<file path="src/rtl/pe_pkg.sv">
// Shared types and saturating-add helpers for the multiply-accumulate processing element.
// Values are carried in a 64-bit container so one helper serves every accumulator width.
package pe_pkg;

  localparam int MAX_ACC_W = 64;

  typedef enum logic {ACC_FIRST, ACC_ACCUM} acc_state_t;

  typedef logic [MAX_ACC_W-1:0] wide_t;

  // Largest representable accumulator value, sign-extended into the wide container.
  function automatic wide_t acc_max(input int unsigned w, input bit is_signed);
    return is_signed ? (wide_t'(1) << (w - 1)) - wide_t'(1)
                     : (wide_t'(1) << w) - wide_t'(1);
  endfunction

  function automatic wide_t acc_min(input int unsigned w, input bit is_signed);
    return is_signed ? ~((wide_t'(1) << (w - 1)) - wide_t'(1)) : '0;
  endfunction

  // Operands arrive already extended from w bits; returns {ovf, sum}. Callers keep sum[w-1:0].
  function automatic logic [MAX_ACC_W:0] sat_add(input wide_t a, input wide_t b,
                                                 input int unsigned w, input bit is_signed,
                                                 input bit sat);
    logic [MAX_ACC_W:0] sum;
    logic [MAX_ACC_W:0] hi;
    logic [MAX_ACC_W:0] lo;
    logic               ovf_hi;
    logic               ovf_lo;
    wide_t              res;
    hi = {1'b0, acc_max(w, is_signed)};
    lo = {is_signed, acc_min(w, is_signed)};
    if (is_signed) sum = {a[MAX_ACC_W-1], a} + {b[MAX_ACC_W-1], b};
    else           sum = {1'b0, a} + {1'b0, b};
    ovf_hi = is_signed ? ($signed(sum) > $signed(hi)) : (sum > hi);
    ovf_lo = is_signed && ($signed(sum) < $signed(lo));
    res    = sum[MAX_ACC_W-1:0];
    if (sat && ovf_hi)      res = acc_max(w, is_signed);
    else if (sat && ovf_lo) res = acc_min(w, is_signed);
    return {ovf_hi | ovf_lo, res};
  endfunction

endpackage

</file>
<file path="src/rtl/pe_mac_param_if.sv">
// Operand, forwarding and result-handshake bundle of one systolic cell.
// Signal names are from the cell's point of view; the cell takes the slave modport.
interface pe_mac_param_if #(
  parameter int DATA_W = 8,
  parameter int ACC_W  = 32
);

  logic              i_valid;
  logic              i_last;
  logic              i_clear;
  logic [DATA_W-1:0] i_a;
  logic [DATA_W-1:0] i_b;
  logic              o_valid;
  logic              o_last;
  logic [DATA_W-1:0] o_a;
  logic [DATA_W-1:0] o_b;
  logic [ACC_W-1:0]  o_y;
  logic              o_yValid;
  logic              i_yReady;
  logic              o_yOvf;
  logic              o_overrun;

  modport slave (
    input  i_valid, i_last, i_clear, i_a, i_b, i_yReady,
    output o_valid, o_last, o_a, o_b, o_y, o_yValid, o_yOvf, o_overrun
  );

  modport master (
    output i_valid, i_last, i_clear, i_a, i_b, i_yReady,
    input  o_valid, o_last, o_a, o_b, o_y, o_yValid, o_yOvf, o_overrun
  );

endinterface

</file>
<file path="src/rtl/pe_sat_add.sv">
// Combinational accumulator adder: signed/unsigned add with clamp or wrap and overflow flag.
module pe_sat_add
  import pe_pkg::*;
#(
  parameter int ACC_W    = 32,
  parameter int SIGNED   = 0,
  parameter int SATURATE = 1
) (
  input  logic [ACC_W-1:0] a,
  input  logic [ACC_W-1:0] b,
  output logic [ACC_W-1:0] sum,
  output logic             ovf
);

  wide_t              a_x;
  wide_t              b_x;
  logic [MAX_ACC_W:0] res;

  always_comb begin
    if (SIGNED != 0) begin
      a_x = wide_t'($signed(a));
      b_x = wide_t'($signed(b));
    end else begin
      a_x = wide_t'(a);
      b_x = wide_t'(b);
    end
    res = sat_add(a_x, b_x, ACC_W, SIGNED != 0, SATURATE != 0);
    sum = res[ACC_W-1:0];
    ovf = res[MAX_ACC_W];
  end

endmodule

</file>
<file path="src/rtl/pe_mac_param.sv">
// Systolic processing element: forwards operands east/south, accumulates a*b per tile and
// holds each finished dot product in a valid/ready result register.
module pe_mac_param
  import pe_pkg::*;
#(
  parameter int DATA_W   = 8,
  parameter int ACC_W    = 32,
  parameter int SIGNED   = 0,
  parameter int SATURATE = 1,
  parameter int PIPE_MUL = 1
) (
  input logic          i_clk,
  input logic          i_arst_n,
  pe_mac_param_if.slave bus
);

  localparam int PROD_W = 2 * DATA_W;

  if (ACC_W < PROD_W || ACC_W > MAX_ACC_W) begin : g_bad_width
    $error("pe_mac_param: ACC_W must lie between 2*DATA_W and 64");
  end

  // ---------------- operand forwarding ----------------
  logic              fwd_valid_q;
  logic              fwd_last_q;
  logic [DATA_W-1:0] fwd_a_q;
  logic [DATA_W-1:0] fwd_b_q;

  // NOTE: sequential state uses non-blocking assignments so every flop samples pre-edge values.
  always_ff @(posedge i_clk or negedge i_arst_n) begin
    if (!i_arst_n) begin
      fwd_valid_q <= 1'b0;
      fwd_last_q  <= 1'b0;
      fwd_a_q     <= '0;
      fwd_b_q     <= '0;
    end else begin
      fwd_valid_q <= bus.i_valid;
      if (bus.i_valid) begin
        fwd_last_q <= bus.i_last;
        fwd_a_q    <= bus.i_a;
        fwd_b_q    <= bus.i_b;
      end
    end
  end

  // ---------------- product ----------------
  logic [PROD_W-1:0] op_a_x;
  logic [PROD_W-1:0] op_b_x;
  logic [PROD_W-1:0] prod;
  logic [ACC_W-1:0]  prod_ext;

  // NOTE: every always_comb output is assigned on every path, so no latch is inferred.
  always_comb begin
    if (SIGNED != 0) begin
      op_a_x   = PROD_W'($signed(bus.i_a));
      op_b_x   = PROD_W'($signed(bus.i_b));
      prod     = op_a_x * op_b_x;
      prod_ext = ACC_W'($signed(prod));
    end else begin
      op_a_x   = PROD_W'(bus.i_a);
      op_b_x   = PROD_W'(bus.i_b);
      prod     = op_a_x * op_b_x;
      prod_ext = ACC_W'(prod);
    end
  end

  // Qualified product term (pv/pl/pp) seen by the accumulator, optionally one cycle late.
  logic             pv;
  logic             pl;
  logic [ACC_W-1:0] pp;

  if (PIPE_MUL != 0) begin : g_pipe
    logic             pv_q;
    logic             pl_q;
    logic [ACC_W-1:0] pp_q;

    // NOTE: all state here is plain flops with async reset; there is no memory to leave unreset.
    always_ff @(posedge i_clk or negedge i_arst_n) begin
      if (!i_arst_n) begin
        pv_q <= 1'b0;
        pl_q <= 1'b0;
        pp_q <= '0;
      end else begin
        pv_q <= bus.i_valid && !bus.i_clear;
        if (bus.i_valid) begin
          pl_q <= bus.i_last;
          pp_q <= prod_ext;
        end
      end
    end

    assign pv = pv_q;
    assign pl = pl_q;
    assign pp = pp_q;
  end else begin : g_comb
    assign pv = bus.i_valid;
    assign pl = bus.i_last;
    assign pp = prod_ext;
  end

  // ---------------- accumulator FSM ----------------
  acc_state_t       state_q;
  logic [ACC_W-1:0] acc_q;
  logic             ovf_q;
  logic [ACC_W-1:0] add_sum;
  logic             add_ovf;
  logic [ACC_W-1:0] fin_sum;
  logic             fin_ovf;
  logic             load;

  pe_sat_add #(
    .ACC_W   (ACC_W),
    .SIGNED  (SIGNED),
    .SATURATE(SATURATE)
  ) u_sat_add (
    .a  (acc_q),
    .b  (pp),
    .sum(add_sum),
    .ovf(add_ovf)
  );

  // Running value including the current term; it is also the tile result when pl is set.
  always_comb begin
    if (state_q == ACC_FIRST) begin
      fin_sum = pp;
      fin_ovf = 1'b0;
    end else begin
      fin_sum = add_sum;
      fin_ovf = ovf_q | add_ovf;
    end
    load = pv && pl && !bus.i_clear;
  end

  always_ff @(posedge i_clk or negedge i_arst_n) begin
    if (!i_arst_n) begin
      state_q <= ACC_FIRST;
      acc_q   <= '0;
      ovf_q   <= 1'b0;
    end else if (bus.i_clear) begin
      state_q <= ACC_FIRST;
      acc_q   <= '0;
      ovf_q   <= 1'b0;
    end else if (pv) begin
      acc_q   <= fin_sum;
      ovf_q   <= fin_ovf;
      state_q <= pl ? ACC_FIRST : ACC_ACCUM;
    end
  end

  // ---------------- result register ----------------
  logic [ACC_W-1:0] y_q;
  logic             y_valid_q;
  logic             y_ovf_q;
  logic             overrun_q;

  always_ff @(posedge i_clk or negedge i_arst_n) begin
    if (!i_arst_n) begin
      y_q       <= '0;
      y_valid_q <= 1'b0;
      y_ovf_q   <= 1'b0;
      overrun_q <= 1'b0;
    end else begin
      overrun_q <= load && y_valid_q && !bus.i_yReady;
      if (load) begin
        y_q       <= fin_sum;
        y_ovf_q   <= fin_ovf;
        y_valid_q <= 1'b1;
      end else if (y_valid_q && bus.i_yReady) begin
        y_valid_q <= 1'b0;
      end
    end
  end

  assign bus.o_valid   = fwd_valid_q;
  assign bus.o_last    = fwd_last_q;
  assign bus.o_a       = fwd_a_q;
  assign bus.o_b       = fwd_b_q;
  assign bus.o_y       = y_q;
  assign bus.o_yValid  = y_valid_q;
  assign bus.o_yOvf    = y_ovf_q;
  assign bus.o_overrun = overrun_q;

endmodule

</file>
<file path="src/flat_wrapper.sv">
// flat-port wrapper written by rule: the top's interface ports become plain ports
module pe_mac_param_flat import pe_pkg::*;
#(
  parameter int DATA_W   = 8,
  parameter int ACC_W    = 32,
  parameter int SIGNED   = 0,
  parameter int SATURATE = 1,
  parameter int PIPE_MUL = 1
)
  (i_clk, i_arst_n, bus_i_valid, bus_i_last, bus_i_clear, bus_i_a, bus_i_b, bus_i_yReady, bus_o_valid, bus_o_last, bus_o_a, bus_o_b, bus_o_y, bus_o_yValid, bus_o_yOvf, bus_o_overrun);
  pe_mac_param_if #(.DATA_W(DATA_W), .ACC_W(ACC_W)) bus_i ();
  input logic i_clk;
  input logic i_arst_n;
  input wire logic [$bits(bus_i.i_valid)-1:0] bus_i_valid;
  input wire logic [$bits(bus_i.i_last)-1:0] bus_i_last;
  input wire logic [$bits(bus_i.i_clear)-1:0] bus_i_clear;
  input wire logic [$bits(bus_i.i_a)-1:0] bus_i_a;
  input wire logic [$bits(bus_i.i_b)-1:0] bus_i_b;
  input wire logic [$bits(bus_i.i_yReady)-1:0] bus_i_yReady;
  output wire logic [$bits(bus_i.o_valid)-1:0] bus_o_valid;
  output wire logic [$bits(bus_i.o_last)-1:0] bus_o_last;
  output wire logic [$bits(bus_i.o_a)-1:0] bus_o_a;
  output wire logic [$bits(bus_i.o_b)-1:0] bus_o_b;
  output wire logic [$bits(bus_i.o_y)-1:0] bus_o_y;
  output wire logic [$bits(bus_i.o_yValid)-1:0] bus_o_yValid;
  output wire logic [$bits(bus_i.o_yOvf)-1:0] bus_o_yOvf;
  output wire logic [$bits(bus_i.o_overrun)-1:0] bus_o_overrun;
  assign bus_i.i_valid = bus_i_valid;
  assign bus_i.i_last = bus_i_last;
  assign bus_i.i_clear = bus_i_clear;
  assign bus_i.i_a = bus_i_a;
  assign bus_i.i_b = bus_i_b;
  assign bus_i.i_yReady = bus_i_yReady;
  assign bus_o_valid = bus_i.o_valid;
  assign bus_o_last = bus_i.o_last;
  assign bus_o_a = bus_i.o_a;
  assign bus_o_b = bus_i.o_b;
  assign bus_o_y = bus_i.o_y;
  assign bus_o_yValid = bus_i.o_yValid;
  assign bus_o_yOvf = bus_i.o_yOvf;
  assign bus_o_overrun = bus_i.o_overrun;
  pe_mac_param #(.DATA_W(DATA_W), .ACC_W(ACC_W), .SIGNED(SIGNED), .SATURATE(SATURATE), .PIPE_MUL(PIPE_MUL)) u_core (.i_clk(i_clk), .i_arst_n(i_arst_n), .bus(bus_i));
endmodule
</file>
<file path="config.mk">
export PLATFORM = sky130hd
export DESIGN_NAME = pe_mac_param_flat
export DESIGN_NICKNAME = d
export VERILOG_FILES = /design/src/rtl/pe_pkg.sv /design/src/rtl/pe_mac_param_if.sv /design/src/rtl/pe_sat_add.sv /design/src/rtl/pe_mac_param.sv /design/src/flat_wrapper.sv
export SDC_FILE = /design/constraint.sdc
export NUM_CORES = 1
export LEC_CHECK = 0
export ABC_AREA = 1
export BUFFER_PORTS_ARGS = -buffer_cell sky130_fd_sc_hd__buf_2
export CAP_MARGIN = 20
export CORE_MARGIN = 3
export CORE_UTILIZATION = 45
export DETAILED_ROUTE_END_ITERATION = 12
export GPL_ROUTABILITY_DRIVEN = 0
export PLACE_DENSITY = 0.66
export SYNTH_ARGS = -nofsm -noshare
export SYNTH_HDL_FRONTEND = slang
export SYNTH_SLANG_ARGS = --single-unit
export TNS_END_PERCENT = 100
</file>
<file path="constraint.sdc">
create_clock -name i_clk -period 1.9 [get_ports i_clk]
set_clock_uncertainty 0.1 [all_clocks]
set_input_delay 0.38 -clock i_clk [delete_from_list [all_inputs] [get_ports i_clk]]
set_output_delay 0.38 -clock i_clk [all_outputs]
set_load 0.05 [all_outputs]
</file>
==> flow_results.org <==
** Outcome
- The flow ran to the end, but the final reports show violations.
- The checks that failed: setup timing.

** STA
- Setup violations remaining at the end of the flow were counted as a little under 80.
- Minimum clock period :: 3.63 ns
- The max-slew violation total from the final report is 0.
- Tcrit/Tclk final :: 191%
- Final worst-path setup slack :: -1.73 ns
- Worst hold margin :: around 0.094 ns
- The total count of hold-check failures in the final report was 0.
- RSZ-0062 raised after global routing :: true
- Based on the critical path, the design can be clocked at up to 275 MHz.
- Transition time at the pin with the least slew margin :: 0.608 ns
- Worst-case headroom to the max-slew limit :: between 50 and 60%

** Drt
- First-pass detailed-route iteration total :: 6
- The routed design has between 20,000 and 25,000 µm of wire.
- Detailed routing inserted a total of 8,121 vias.
- After detailed routing, the number of remaining DRC violations is 0.
- DR iter-0 viols :: between 400 and 500
- Routed WL per cell :: around 15 µm
- After detailed routing, no signal wire sits above met4.
- Wire length on met1 :: 10,300 µm
- Count of antenna-violating nets left after detailed routing :: 0
- Routed wl met2 :: between 10,000 and 15,000 µm
- Per-cell via count in the routed design :: 5.07
- Summed over all nets, wire length on met3 after detailed routing comes to 674 µm.

** Finish
- The post-route netlist has a little over a third of its cells at a drive strength greater than 1.
- Final-stage net count :: about 1,500
- Diodes inserted :: 0
- Layout Area Growth over Synthesis :: 40.6%
- Post-layout instance area :: about 0.012 mm²
- Final design utilization :: around two thirds

** Power
- Cell-internal power :: about 7.2 mW
- Part of the power in registers :: 22.7%
- In this run, the combinational gates consume 60.3% of the power.
- Power Dens Cells :: around 1100 mW/mm²
- The clock network is responsible for 17.0% of the overall power.
- Overall power consumption after layout is estimated at between 10 and 15 mW.
- Net switching is a little over two fifths of the power.
- VDD sags by at most ~0.73 mV.
- Switching component of the power :: between 5 and 6 mW
- For this design the static power due to leakage is around 6.4 nW.

** Yosys
- Distinct cell type count of the synthesized netlist :: 40
- Post-synthesis sequential element count :: 104
- The average instance in the mapped netlist occupies approximately 7 µm².
- Of all flip-flops after synthesis, the portion carrying an async set or reset was 100%.
- Area of the mapped netlist :: 0.00834 mm²
- Yosys attributes the largest share of cell area to sky130_fd_sc_hd__dfrtp_1 (31%), sky130_fd_sc_hd__nand2_1 (20%), sky130_fd_sc_hd__fa_1 (8.9%).
- The synthesized design devotes to its leading area cell type a little under a third of total area.
- For this run, the number of Yosys warnings is 0.
- Most used flip-flop cell after synthesis :: sky130_fd_sc_hd__dfrtp_1
- Net count after synthesis :: between 1,000 and 1,500
- Among all cell types in the netlist, the one instantiated most often is sky130_fd_sc_hd__nand2_1.
- sky130_fd_sc_hd__dfrtp_1 takes more of the synthesized area than any other cell.
- Yosys mapped a number of flops with a built-in enable equal to 0.
- Number of standard cells after synthesis :: approximately 1,200
- In the synthesized netlist, the cells that appear most often are sky130_fd_sc_hd__nand2_1 (438), sky130_fd_sc_hd__inv_1 (196), sky130_fd_sc_hd__dfrtp_1 (104), sky130_fd_sc_hd__nand3_1 (104), sky130_fd_sc_hd__ha_1 (52).
- Post-synthesis sequential area ratio :: 31.2%

** CTS
- Clock slew at the register clock pins of the worst setup and hold paths :: around 0.070 ns
- Master cell of the clock root buffer :: sky130_fd_sc_hd__clkbuf_16
- Clk_lat worst skew :: around 0.36 ns
- TritonCTS clock tree :: yes
- Counting along the longest clock path gives a buffer depth of 2.
- The H-tree was split into 3 levels.
- Clock net sink count :: about 100
- TritonCTS buffer count :: 9

** Global routing
- For this run, the total global-route usage over all layers was measured as around a quarter.
- The initial antenna violation count came to 0.
- Via count of the first global-routing pass :: 8,465
- Summed over all layers, the global routing overflow is 0.
- The first global-routing pass estimated around 40,000 µm of wire.
- Maximum number of pins on one net before global-route repair :: 76

** Floorplanning
- Floorplan die width :: 142 µm
- 75 I/O pins were placed.
- After floorplanning, the core was divided into ~50 placement rows.
- The core region is approximately 0.018 mm².
- Measured along the y axis, the die boundary spans 142 µm.
- Die Area :: 0.0202 mm²
- For this configuration, the core starts out at a cell density of a little under half.

** Worst hold path
- Hold path startpoint :: bus_i_yReady
- The worst hold path passes through 2 cells.
- Worst hold path endpoint :: u_core.bus.o_overrun
- The min-delay analysis places its worst path in the category in -> reg.

** Setup path
- STA classifies the critical path endpoint as a flip-flop.
- In this run the worst path has a maximum fanout of 7.
- Type of origin of the critical path :: input port
- Startpoint of the worst register-to-register path :: u_core.g_pipe.pp_q[0]
- Start-to-end type of the worst setup path :: in -> reg
- Cells on worst reg2reg path :: 15
- Reg-to-reg setup timing slack :: -0.45 ns
- STA puts the critical path data arrival time at between 3 and 4 ns.
- Data required time of the worst path :: between 2 and 2.5 ns
- The endpoint identified for the worst register-to-register timing path is u_core.bus.o_y[8].

** Place
- Placement-stage cell area :: between 0.01 and 0.015 mm²
- Estimated wirelength of the detail-placed design :: between 15,000 and 20,000 µm
- The count of buffers added on input and output ports is 74.
- Worst setup slack before clock tree synthesis :: -2.18 ns

** Run
- Max Cap Violations :: 0
worst max-delay path by stage:
stage,from,endpoint,slack [ns],cells past startpoint
floorplan,bus_i_b[4],u_core.g_pipe.pp_q[12],-2.00,18
global placement,bus_i_a[3],u_core.g_pipe.pp_q[15],-2.11,18
detailed placement,bus_i_a[3],u_core.g_pipe.pp_q[15],-2.18,18
CTS,bus_i_a[1],u_core.g_pipe.pp_q[11],-1.68,18
global route,bus_i_a[4],u_core.g_pipe.pp_q[10],-1.90,18
finish,bus_i_a[4],u_core.g_pipe.pp_q[10],-1.73,18
flip-flops by register name, summed over array words and instances (netlist names):
register / count
u_core.bus.o_y: 32
u_core.g_pipe.pp_q: 16
u_core.bus.o_valid: 1
u_core.acc_q: 32
u_core.state_q: 1
u_core.ovf_q: 1
u_core.g_pipe.pl_q: 1
u_core.bus.o_yOvf: 1
u_core.bus.o_yValid: 1
u_core.bus.o_overrun: 1
u_core.bus.o_b: 8
u_core.bus.o_a: 8
u_core.g_pipe.pv_q: 1
per-stage QoR:
step / setup TNS, ns / std cells
6_report: -42.83 / 1601
5_1_grt: -52.19 / 1601
4_1_cts: -39.22 / 1600
3_5_place_dp: -43.11 / 1564
3_3_place_gp: -41.68 / 1564
2_1_floorplan: -25.38 / 1177
power by group through the flow:
| stage | Combinational (mW) | Clock [mW] | Sequential (mW) |
|---|---|---|---|
| 2_1_floorplan | 3.63 | 0 | 3.40 |
| 3_3_place_gp | 6.23 | 0 | 2.87 |
| 3_5_place_dp | 6.32 | 0 | 2.87 |
| 4_1_cts | 7.13 | 2.18 | 2.85 |
| 5_1_grt | 8.31 | 2.25 | 2.90 |
| 6_report | 7.60 | 2.14 | 2.86 |
critical path, cell delays in order:
cell and delay (ns):
sky130_fd_sc_hd__buf_6 0.12, sky130_fd_sc_hd__nand2_2 0.05, sky130_fd_sc_hd__inv_1 0.05, sky130_fd_sc_hd__fa_1 0.51, sky130_fd_sc_hd__inv_1 0.05, sky130_fd_sc_hd__fa_1 0.47, sky130_fd_sc_hd__inv_1 0.05, sky130_fd_sc_hd__fa_1 0.49
sky130_fd_sc_hd__inv_2 0.04, sky130_fd_sc_hd__fa_1 0.48, sky130_fd_sc_hd__inv_2 0.04, sky130_fd_sc_hd__ha_4 0.23, sky130_fd_sc_hd__a21o_1 0.17, sky130_fd_sc_hd__a21oi_2 0.15, sky130_fd_sc_hd__nand2_2 0.09, sky130_fd_sc_hd__buf_6 0.12
sky130_fd_sc_hd__xnor2_1 0.16, sky130_fd_sc_hd__o21ai_1 0.10
layout make-up:
type	count	area, µm²
clock buffer	11	233
multi-input combinational	824	5980
clock inverter	5	105
tap	229	287
sequential	104	2600
inverter	203	762
fill	1500	6360
timing repair buffer	225	1750
routing by layer:
layer  global-route usage, %  vias to the layer above
li1                        -                     3986
met1                    29.7                     3923
met2                    43.4                      161
met3                    3.63                       51
met4                    8.13                        0
met5                       0                        -
cell families after synthesis:
logic type | after synthesis | share of synthesized area (%)
buffers and inverters | 249 | 11.5
adders and majority gates | 89 | 16.7
AOI/OAI and AO/OA | 54 | 3.62
DFF | 104 | 31.2
xor gates and xnor gates | 17 | 1.79
and+or+nand+nor | 664 | 35.2
cell usage in the layout, fill, tap and decap left out, types with 19 or more instances in the layout:
master	n
sky130_fd_sc_hd__inv_1	170
sky130_fd_sc_hd__buf_2	62
sky130_fd_sc_hd__ha_1	34
sky130_fd_sc_hd__buf_6	19
sky130_fd_sc_hd__nand2_2	39
sky130_fd_sc_hd__nand3_1	30
sky130_fd_sc_hd__nor2_1	34
sky130_fd_sc_hd__buf_4	130
sky130_fd_sc_hd__inv_2	32
sky130_fd_sc_hd__dfrtp_1	103
sky130_fd_sc_hd__nand3_4	30
sky130_fd_sc_hd__nand3_2	69
sky130_fd_sc_hd__fa_1	32
sky130_fd_sc_hd__nand2_1	394
repair_timing:
item,in CTS,in global routing
gates resized for setup,189,60
pin swaps,109,86
endpoints found under the setup margin,79,80
setup buffers,20,6
endpoints found under the hold margin,104,0
cloned,2,0
hold buffers,1,0
Note: power is estimated with default switching activity, not from simulation.
